==> config.mk <==
export PLATFORM = sky130hd
export DESIGN_NAME = gate_test_sequencer_flat
export DESIGN_NICKNAME = d
export VERILOG_FILES = /design/src/rtl/gate_test_pkg.sv /design/src/rtl/gate_test_sequencer_if.sv /design/src/rtl/settle_timer.sv /design/src/rtl/gate_test_sequencer.sv /design/src/flat_wrapper.sv
export SDC_FILE = /design/constraint.sdc
export NUM_CORES = 1
export LEC_CHECK = 0
export BUFFER_PORTS_ARGS = -buffer_cell sky130_fd_sc_hd__buf_4
export CAP_MARGIN = 25
export CORE_ASPECT_RATIO = 0.9
export CORE_UTILIZATION = 58
export CTS_CLUSTER_DIAMETER = 30
export DETAILED_ROUTE_END_ITERATION = 8
export PLACE_DENSITY = 0.82
export RECOVER_POWER = 50
export SYNTH_ARGS = -nofsm -noshare
export SYNTH_HDL_FRONTEND = slang
export SYNTH_HIERARCHICAL = 1
export SYNTH_SLANG_ARGS = --single-unit
export TNS_END_PERCENT = 100
==> constraint.sdc <==
create_clock -name Clk -period 4.1 [get_ports Clk]
set_input_delay 0.82 -clock Clk [delete_from_list [all_inputs] [get_ports Clk]]
set_output_delay 0.82 -clock Clk [all_outputs]
set_load 0.02 [all_outputs]
==> src/rtl/gate_test_pkg.sv <==
// rtl/gate_test_pkg.sv - shared types and constants for the gate self-test sequencer
package gate_test_pkg;

  localparam int NUM_VEC = 4;
  localparam int NUM_OUT = 5;
  localparam logic [NUM_VEC*NUM_OUT-1:0] DEFAULT_EXP_TABLE = 20'h1B9D8;

  typedef enum logic [2:0] {
    ST_IDLE,
    ST_DRIVE,
    ST_SETTLE,
    ST_CAPTURE,
    ST_FINISH
  } state_e;

  // Expected {Out_4..Out_0} for input vector v.
  function automatic logic [NUM_OUT-1:0] exp_vec(input logic [NUM_VEC*NUM_OUT-1:0] tbl,
                                                 input logic [1:0] v);
    return tbl[NUM_OUT*v +: NUM_OUT];
  endfunction

endpackage

==> src/rtl/gate_test_sequencer_if.sv <==
// rtl/gate_test_sequencer_if.sv - control, stimulus and result signals of the gate self-test
interface gate_test_sequencer_if;
  import gate_test_pkg::*;

  logic               Start;
  logic               Abort;
  logic [NUM_OUT-1:0] Dut_Out;
  logic               Inp_1;
  logic               Inp_2;
  logic               Busy;
  logic               Done;
  logic               Pass;
  logic [NUM_VEC-1:0] Fail_Mask;
  logic [2:0]         Err_Count;

  modport master (
    input  Start, Abort, Dut_Out,
    output Inp_1, Inp_2, Busy, Done, Pass, Fail_Mask, Err_Count
  );

  modport slave (
    output Start, Abort, Dut_Out,
    input  Inp_1, Inp_2, Busy, Done, Pass, Fail_Mask, Err_Count
  );

endinterface

==> src/rtl/settle_timer.sv <==
// rtl/settle_timer.sv - 4-bit loadable down-counter with zero flag for the settle wait
module settle_timer (
  input  logic       clk,
  input  logic       rst_n,
  input  logic       load,
  input  logic [3:0] load_val,
  input  logic       dec,
  output logic       zero
);

  logic [3:0] cnt_q, cnt_d;

  always_comb begin
    cnt_d = cnt_q;
    if (load) begin
      cnt_d = load_val;
    end else if (dec && (cnt_q != 4'd0)) begin
      cnt_d = cnt_q - 4'd1;
    end
  end

  always_ff @(posedge clk or negedge rst_n) begin
    if (!rst_n) begin
      cnt_q <= 4'd0;
    end else begin
      cnt_q <= cnt_d;
    end
  end

  assign zero = (cnt_q == 4'd0);

endmodule

==> src/rtl/gate_test_sequencer.sv <==
// rtl/gate_test_sequencer.sv - steps the gate block through all input vectors and grades its outputs
module gate_test_sequencer
  import gate_test_pkg::*;
#(
  parameter int                           SETTLE_CYCLES = 2,
  parameter logic [NUM_VEC*NUM_OUT-1:0]   EXP_TABLE     = DEFAULT_EXP_TABLE
) (
  input  logic                  Clk,
  input  logic                  Rst_N,
  gate_test_sequencer_if.master bus
);

  state_e             state_q, state_d;
  logic [1:0]         v_q, v_d;
  logic               busy_q, busy_d;
  logic               done_q, done_d;
  logic               pass_q, pass_d;
  logic [NUM_VEC-1:0] mask_q, mask_d;
  logic [2:0]         cnt_q, cnt_d;
  logic               tmr_load, tmr_dec, tmr_zero;

  settle_timer u_settle_timer (
    .clk      (Clk),
    .rst_n    (Rst_N),
    .load     (tmr_load),
    .load_val (4'(SETTLE_CYCLES - 1)),
    .dec      (tmr_dec),
    .zero     (tmr_zero)
  );

  always_comb begin
    state_d  = state_q;
    v_d      = v_q;
    busy_d   = busy_q;
    done_d   = done_q;
    pass_d   = pass_q;
    mask_d   = mask_q;
    cnt_d    = cnt_q;
    tmr_load = 1'b0;
    tmr_dec  = 1'b0;

    case (state_q)
      ST_IDLE: begin
        if (bus.Start) begin
          state_d = ST_DRIVE;
          v_d     = 2'd0;
          busy_d  = 1'b1;
          done_d  = 1'b0;
          pass_d  = 1'b0;
          mask_d  = '0;
          cnt_d   = 3'd0;
        end
      end
      ST_DRIVE: begin
        tmr_load = 1'b1;
        state_d  = ST_SETTLE;
      end
      ST_SETTLE: begin
        if (tmr_zero) begin
          state_d = ST_CAPTURE;
        end else begin
          tmr_dec = 1'b1;
        end
      end
      ST_CAPTURE: begin
        if (bus.Dut_Out != exp_vec(EXP_TABLE, v_q)) begin
          mask_d[v_q] = 1'b1;
          cnt_d       = cnt_q + 3'd1;
        end
        if (v_q == 2'd3) begin
          state_d = ST_FINISH;
        end else begin
          v_d     = v_q + 2'd1;
          state_d = ST_DRIVE;
        end
      end
      ST_FINISH: begin
        state_d = ST_IDLE;
        done_d  = 1'b1;
        pass_d  = ~|mask_q;
        busy_d  = 1'b0;
        v_d     = 2'd0;
      end
      default: state_d = ST_IDLE;
    endcase

    // Abort wins over everything, including a Start seen in IDLE.
    if (bus.Abort) begin
      state_d  = ST_IDLE;
      v_d      = 2'd0;
      busy_d   = 1'b0;
      done_d   = 1'b0;
      pass_d   = 1'b0;
      mask_d   = '0;
      cnt_d    = 3'd0;
      tmr_load = 1'b0;
      tmr_dec  = 1'b0;
    end
  end

  always_ff @(posedge Clk or negedge Rst_N) begin
    if (!Rst_N) begin
      state_q <= ST_IDLE;
      v_q     <= 2'd0;
      busy_q  <= 1'b0;
      done_q  <= 1'b0;
      pass_q  <= 1'b0;
      mask_q  <= '0;
      cnt_q   <= 3'd0;
    end else begin
      state_q <= state_d;
      v_q     <= v_d;
      busy_q  <= busy_d;
      done_q  <= done_d;
      pass_q  <= pass_d;
      mask_q  <= mask_d;
      cnt_q   <= cnt_d;
    end
  end

  assign bus.Inp_1     = v_q[0];
  assign bus.Inp_2     = v_q[1];
  assign bus.Busy      = busy_q;
  assign bus.Done      = done_q;
  assign bus.Pass      = pass_q;
  assign bus.Fail_Mask = mask_q;
  assign bus.Err_Count = cnt_q;

endmodule

==> src/flat_wrapper.sv <==
// flat-port wrapper written by rule: the top's interface ports become plain ports
module gate_test_sequencer_flat import gate_test_pkg::*;
#(
  parameter int                           SETTLE_CYCLES = 2,
  parameter logic [NUM_VEC*NUM_OUT-1:0]   EXP_TABLE     = DEFAULT_EXP_TABLE
)
  (Clk, Rst_N, bus_Start, bus_Abort, bus_Dut_Out, bus_Inp_1, bus_Inp_2, bus_Busy, bus_Done, bus_Pass, bus_Fail_Mask, bus_Err_Count);
  gate_test_sequencer_if bus_i ();
  input  logic Clk;
  input  logic Rst_N;
  input wire logic [$bits(bus_i.Start)-1:0] bus_Start;
  input wire logic [$bits(bus_i.Abort)-1:0] bus_Abort;
  input wire logic [$bits(bus_i.Dut_Out)-1:0] bus_Dut_Out;
  output wire logic [$bits(bus_i.Inp_1)-1:0] bus_Inp_1;
  output wire logic [$bits(bus_i.Inp_2)-1:0] bus_Inp_2;
  output wire logic [$bits(bus_i.Busy)-1:0] bus_Busy;
  output wire logic [$bits(bus_i.Done)-1:0] bus_Done;
  output wire logic [$bits(bus_i.Pass)-1:0] bus_Pass;
  output wire logic [$bits(bus_i.Fail_Mask)-1:0] bus_Fail_Mask;
  output wire logic [$bits(bus_i.Err_Count)-1:0] bus_Err_Count;
  assign bus_i.Start = bus_Start;
  assign bus_i.Abort = bus_Abort;
  assign bus_i.Dut_Out = bus_Dut_Out;
  assign bus_Inp_1 = bus_i.Inp_1;
  assign bus_Inp_2 = bus_i.Inp_2;
  assign bus_Busy = bus_i.Busy;
  assign bus_Done = bus_i.Done;
  assign bus_Pass = bus_i.Pass;
  assign bus_Fail_Mask = bus_i.Fail_Mask;
  assign bus_Err_Count = bus_i.Err_Count;
  gate_test_sequencer #(.SETTLE_CYCLES(SETTLE_CYCLES), .EXP_TABLE(EXP_TABLE)) u_core (.Clk(Clk), .Rst_N(Rst_N), .bus(bus_i));
endmodule
==> flow_summary.toml, run 1 <==
[synth]
synth_compound_area_share_pct = 16.6
yosys-top-cells-area = "dfrtp_1 41%, ha_1 8.5%, a22o_1 3.7%, mux2i_1 2.6%, inv_1 2.6%"
synthCells = 110
syn_area_sq_mm = 0.00117
synth_commonest_cells = "19 x dfrtp_1, 8 x ha_1, 8 x inv_1, 8 x nor2_1, 7 x nand2_1"
seq_area_frac_synth_pct = 40.6
postSynth.asyncResetShare_pct = 100
yosysWarningCount = 6
synthDistinctLibCells = 45
synthAdderAreaFrac_pct = 8.55
synth-simple-area-share_pct = 20.4
synth_ff_type = "dfrtp_1"
synth-edff-count = 0
ys_ff_latch = 19
yosys.area.top_type_share_pct = 40.6
avgSynthCellArea_sq_um = 10.6
muxShareOfSynthArea_pct = 4.81
yosysTopAreaCell = "dfrtp_1"
synth_top_family_by_area = "simple AND/OR/NAND/NOR gates"
synth-xor-area-share_pct = 3.74
yosysMostFrequentCell = "dfrtp_1"

[place]
gp_congestion = 0.807
numPortBuffers = 20
dp_slack_ns = 1.78
dp_hpwl_mm = 1.75

[setup_path]
critPathSlowestCell = "nor4_1"
path_max_fanout = 6
slowest_delay_ns = 0.45
cp_num_cells = 7
cp.arrival_ns = 2.35
crit_chain = "inv_1 -> ha_1 -> nor3b_2 -> nor4_1 -> nor4b_2 -> nor3b_1 -> a221o_1"
critPathTopFamily = "simple AND/OR/NAND/NOR gates"
path_buf_inv = 1
end_kind = "flop"
path_class = "flop to flop"
crit_required_ns = 4.28
start_kind = "flop"
r2r_setup_slack_ns = 1.93
reg2reg_depth = 7

[sta]
hold_viol = 0
fin_skew_ns = 0.00351
fin_crit_ns = 2.17
tns_ns = 0
worstMarginPinSlew_ns = 1.01
rsz0062_at_grt = "false"
max_freq_mhz = 461
fin_crit_sh_pct = 52.9
worst_hold_slack_ns = 0.534
maxSlewHeadroom_pct = 32.4
finalSetupViolations = 0
setup_slack_ns = 1.93
drv_slew = 0

[clock_tree]
postCtsHoldBufs = 0
numCtsBuffers = 3
cts_tree = "built"
cts_setup_buffers = 0
clk_pin_slew_ns = 0.11
cts-resized-gates = 0
clockBufferDepth = 2
cts.sinks = 19
root_buffer = "clkbuf_4"
htreeDepth = 1
clk_latency_ns = 0.28

[grt]
grt_max_degree = 20
grt_overflow = 0
grt_pass1_wl_mm = 4.02
grt_use_total_pct = 24.2
grt_pass1_vias = 881
antenna_found_initial = 0

[flow_run]
drv_cap = 0

[cells_and_area]
regArea_sq_um = 475
final_nets = 150
drive_gt1_share_pct = 23.5
diodes = 0
area_delta_synth_final_pct = 15.9
multi_input_area_sq_um = 648
fillers = 159

[route]
vias = 908
drc = 0
drtPass1Iterations = 4
post_drt_wl_per_cell_um = 15.1
drt_iter0_drc = 11
wirelength_mm = 2.37
ant_nets = 0
vias_per_cell = 5.78

[worst_hold_path]
hold_depth = 2
min-delay-path-class = "flop to flop"

[floorplan]
die_x_um = 49.4
core-area_sq_mm = 0.00191
rows = 15
fp.dieH_um = 44.6
start_util_pct = 61.2
dieArea_sq_mm = 0.00220
io_pins = 21

[power_and_ir_drop]
power.density_mw_per_mm2 = 332
leakagePower_nw = 0.647
ir_drop_mv = 0.194

[status]
status = "finished, final reports clean"
state kept, by name (all words and copies together), names as in the netlist:
register / flops
u_core/v_q: 2
u_core/state_q: 3
u_core/bus.Done: 1
u_core/bus.Fail_Mask: 4
u_core/u_settle_timer/cnt_q: 4
u_core/bus.Err_Count: 3
u_core/bus.Busy: 1
u_core/bus.Pass: 1
cells in the final DEF, fill, tap and decap left out, types with 4 or more instances in the layout:
| cell | instances |
|---|---|
| inv_1 | 8 |
| a22o_1 | 5 |
| nor2_1 | 8 |
| nor3_1 | 4 |
| nand2_1 | 7 |
| dfrtp_1 | 19 |
| conb_1 | 4 |
| buf_4 | 19 |
| ha_1 | 8 |
tightest hold or removal path: stages, from the launching register on:
cell and delay [ns]:
dfrtp_1 0.36, a32oi_1 0.06, nor2_1 0.08
path summary, 6_finish.rpt:
| check | from | endpoint |
|---|---|---|
| worst max register to register | u_core/u_settle_timer/cnt_q[0] | u_core/u_settle_timer/cnt_q[3] |
| max in group asynchronous | Rst_N | u_core/u_settle_timer/cnt_q[2] |
| worst min-delay path | u_core/bus.Pass | u_core/bus.Pass |
| worst max-delay path | u_core/u_settle_timer/cnt_q[0] | u_core/u_settle_timer/cnt_q[3] |
| min in group asynchronous | Rst_N | u_core/bus.Fail_Mask[0] |
| worst min register to register | u_core/bus.Pass | u_core/bus.Pass |
metal layers:
metal | vias to the layer above | global-route usage [%] | routed length [um]
met5 | - | 0 | 0
met4 | 0 | 7.06 | 29
met3 | 4 | 2.41 | 66
met2 | 17 | 39.7 | 1140
met1 | 453 | 34.3 | 1130
li1 | 434 | - | -
cell type report:
cell class	instances	share of cell area [%]
Timing Repair Buffer	20	10.8
Tap cell	25	2.30
Inverter	8	2.21
Multi-Input combinational cell	81	47.7
Clock buffer	4	1.94
Sequential cell	19	35.0
per-stage QoR:
step	total power, mW	util (%)	area [sq um]	instances
after CTS	0.452	71.1	1360	157
after detailed placement	0.362	69.7	1340	153
after global routing	0.478	70.9	1360	157
after floorplan	0.329	-	1180	112
final	0.451	70.9	1360	157
after global placement	0.355	69.7	1340	153
report_power, final:
group,leakage (nW),switching [mW],total (mW),internal (mW)
Sequential,0.256,0.0307,0.241,0.210
Clock,0.0150,0.0559,0.0936,0.0377
Combinational,0.376,0.0595,0.116,0.0567
logic make-up after synthesis:
family                   Yosys count
AO/OA/AOI/OAI                     24
XOR/XNOR                           5
adder cells (fa/ha/maj)            8
buffers and inverters             12
flip-flops                        19
multiplexers                       5
other                              2
AND/OR/NAND/NOR                   35
No activity file was read; power rests on OpenSTA's default activity.
==> inputs of run 2 (changes only) <==
Settings changed: ABC_AREA from default to 1, CORE_UTILIZATION 58 to 55, PLACE_DENSITY 0.82 to 0.78.
Clock period 4.1 ns to 2 ns, I/O delays scaled along.
==> run 2 against run 1 <==
Effect of this change:
- global-route usage fell by 2.0 points
- cell area rose by 10%
- clock-buffer cell count did not move
- critical path depth rose by 2
- combinational power rose to 3.3 times the previous value
- register-to-register slack got worse by 1.6 ns
- maximum frequency rose by 27%
- power rose by 140%
- routed wire length rose by 11%
- worst setup slack got worse by 1.6 ns
- via count rose by 26%
- critical path type unchanged
- critical endpoint unchanged
- largest power group unchanged
==> flow_summary.toml, run 2 <==
[power_and_ir_drop]
leakagePower_nw = 0.874
pwr-share-comb_pct = 36.4
ir_drop_mv = 0.544
p_seq_share_pct = 45.3
p_total_mw = 1.06
switching_share_pct = 38.6
power.density_mw_per_mm2 = 712
clkPwrFrac_pct = 18.3
power.net_switching_mw = 0.411
internal-power_mw = 0.654

[clock_tree]
cts-resized-gates = 0
htreeDepth = 1
cts_tree = "built"
numCtsBuffers = 3
postCtsHoldBufs = 1
clk_pin_slew_ns = 0.11
cts.sinks = 19
clk_latency_ns = 0.29
root_buffer = "clkbuf_4"
clockBufferDepth = 2
cts_setup_buffers = 0

[floorplan]
dieArea_sq_mm = 0.00254
core-area_sq_mm = 0.00220
rows = 16
io_pins = 21
die_x_um = 53
start_util_pct = 58.5
fp.dieH_um = 47.9

[synth]
yosysTopAreaCell = "dfrtp_1"
synth-edff-count = 0
yosys.area.top_type_share_pct = 36.9
synthDistinctLibCells = 21
avgSynthCellArea_sq_um = 7.07
yosysWarningCount = 6
ys_ff_latch = 19
syn_area_sq_mm = 0.00129
synth_commonest_cells = "63 x nand2_1, 28 x inv_1, 19 x dfrtp_1"
yosys-top-cells-area = "dfrtp_1 37%, nand2_1 18%, inv_1 8.2%, ha_1 7.8%, nand3_1 4.7%"
yosysMostFrequentCell = "nand2_1"
seq_area_frac_synth_pct = 36.9
synthCells = 182
synth_ff_type = "dfrtp_1"
postSynth.asyncResetShare_pct = 100

[route]
drt_iter0_drc = 26
vias_per_cell = 4.86
routed-wl-met3_um = 88
drc = 0
drtPass1Iterations = 4
ant_nets = 0
wl_met1_mm = 1.27
wirelength_mm = 2.62
top_layer_used = "met4"
dr_wl_met2_mm = 1.25
post_drt_wl_per_cell_um = 11.1
vias = 1146

[sta]
worst_hold_slack_ns = 0.399
maxSlewHeadroom_pct = 29.8
rsz0062_at_grt = "false"
finalSetupViolations = 0
tns_ns = 0
worstMarginPinSlew_ns = 1.05
fin_crit_sh_pct = 85.3
hold_viol = 0
max_freq_mhz = 586
setup_slack_ns = 0.294
drv_slew = 0
fin_crit_ns = 1.71
fin_skew_ns = 0.00155

[setup_path]
path_class = "flop to flop"
end_kind = "flop"
crit_required_ns = 2.20
start_kind = "flop"
path_max_fanout = 3
cp.arrival_ns = 1.90

[grt]
antenna_found_initial = 0
grt_pass1_vias = 975
grt_overflow = 0
grt_pass1_wl_mm = 4.08
grt_use_total_pct = 22.3
grt_max_degree = 20

[cells_and_area]
area_delta_synth_final_pct = 16.1
drive_gt1_share_pct = 16.7
regArea_sq_um = 475
mostFrequentLayoutCell = "nand2_1"
diodes = 0
multi_input_area_sq_um = 691
fillers = 202
finalNonFillerCells = 236
final_cell_mix = "66 x nand2_1, 28 x inv_1, 19 x dfrtp_1, 18 x buf_4, 16 x nor2_1"
final_nets = 227

[place]
dp_slack_ns = 0.317
dpl.cell_count = 231
gp_congestion = 0.839
dp_hpwl_mm = 2.01
numPortBuffers = 20

[worst_hold_path]
min-delay-path-class = "primary input to flop"

[flow_run]
drv_cap = 0

[status]
status = "finished, final reports clean"
## run 2: cell count changes after synthesis, moves of 5 or more
cell     delta
nand2_1    +56
inv_1      +20
nand3_1    +12
nor2_1      +8
nand2_2     +6
a22o_1      -5
## run 2: path summary, 6_finish.rpt
check                      slack [ns]                      startpoint                              to  cells past startpoint
hold reg to reg                  0.51         u_core/bus.Fail_Mask[0]         u_core/bus.Fail_Mask[0]                      2
max in group asynchronous        0.57                           Rst_N  u_core/u_settle_timer/cnt_q[0]                      2
setup / recovery                 0.29  u_core/u_settle_timer/cnt_q[0]  u_core/u_settle_timer/cnt_q[3]                      9
min in group asynchronous        0.80                           Rst_N  u_core/u_settle_timer/cnt_q[2]                      2
setup reg to reg                 0.29  u_core/u_settle_timer/cnt_q[0]  u_core/u_settle_timer/cnt_q[3]                      9
hold / removal                   0.40                       bus_Start                 u_core/bus.Busy                      3
## run 2: cell families (layout without fill, tap and decap cells)
logic type,Yosys count,in the layout,synth area share (%)
and+or+nand+nor,110,110,40.1
other,2,4,0.583
AOI/OAI and AO/OA,11,11,4.86
xor gates and xnor gates,1,1,0.680
DFF,19,19,36.9
buffers and inverters,31,56,9.04
adders and majority gates,8,8,7.77
## run 2: final cells by class
type | instances | area share [%]
Multi-Input combinational cell | 134 | 46.2
Sequential cell | 19 | 31.8
Timing Repair Buffer | 21 | 10.2
Inverter | 31 | 7.78
Tap cell | 27 | 2.26
Clock buffer | 4 | 1.76
## run 2: metal layers
metal,track usage [%],vias up
met1,28.7,525
li1,-,601
met5,0,-
met2,39.0,18
met3,5.71,2
met4,3.16,0
## run 2: stage by stage
step	util [%]	cell area, sq um
CTS	68.8	1520
global route	67.9	1500
detailed placement	67.2	1480
finish	67.9	1500
global placement	67.2	1480
floorplan	-	1290
## run 2: critical path, stage by stage, from the launching register on
cell	delay, ns
dfrtp_1	0.38
inv_1	0.08
ha_1	0.24
nand2_2	0.11
inv_1	0.04
nor3_1	0.44
nand3b_1	0.17
nand2_1	0.05
clkinv_1	0.04
nand2_1	0.04
## run 2: power by group through the flow
stage | combinational (mW) | sequential, mW | clock, mW
2_1_floorplan | 0.293 | 0.485 | 0
3_3_place_gp | 0.375 | 0.487 | 0
3_5_place_dp | 0.393 | 0.489 | 0
4_1_cts | 0.397 | 0.481 | 0.198
5_1_grt | 0.448 | 0.493 | 0.215
6_report | 0.387 | 0.482 | 0.195
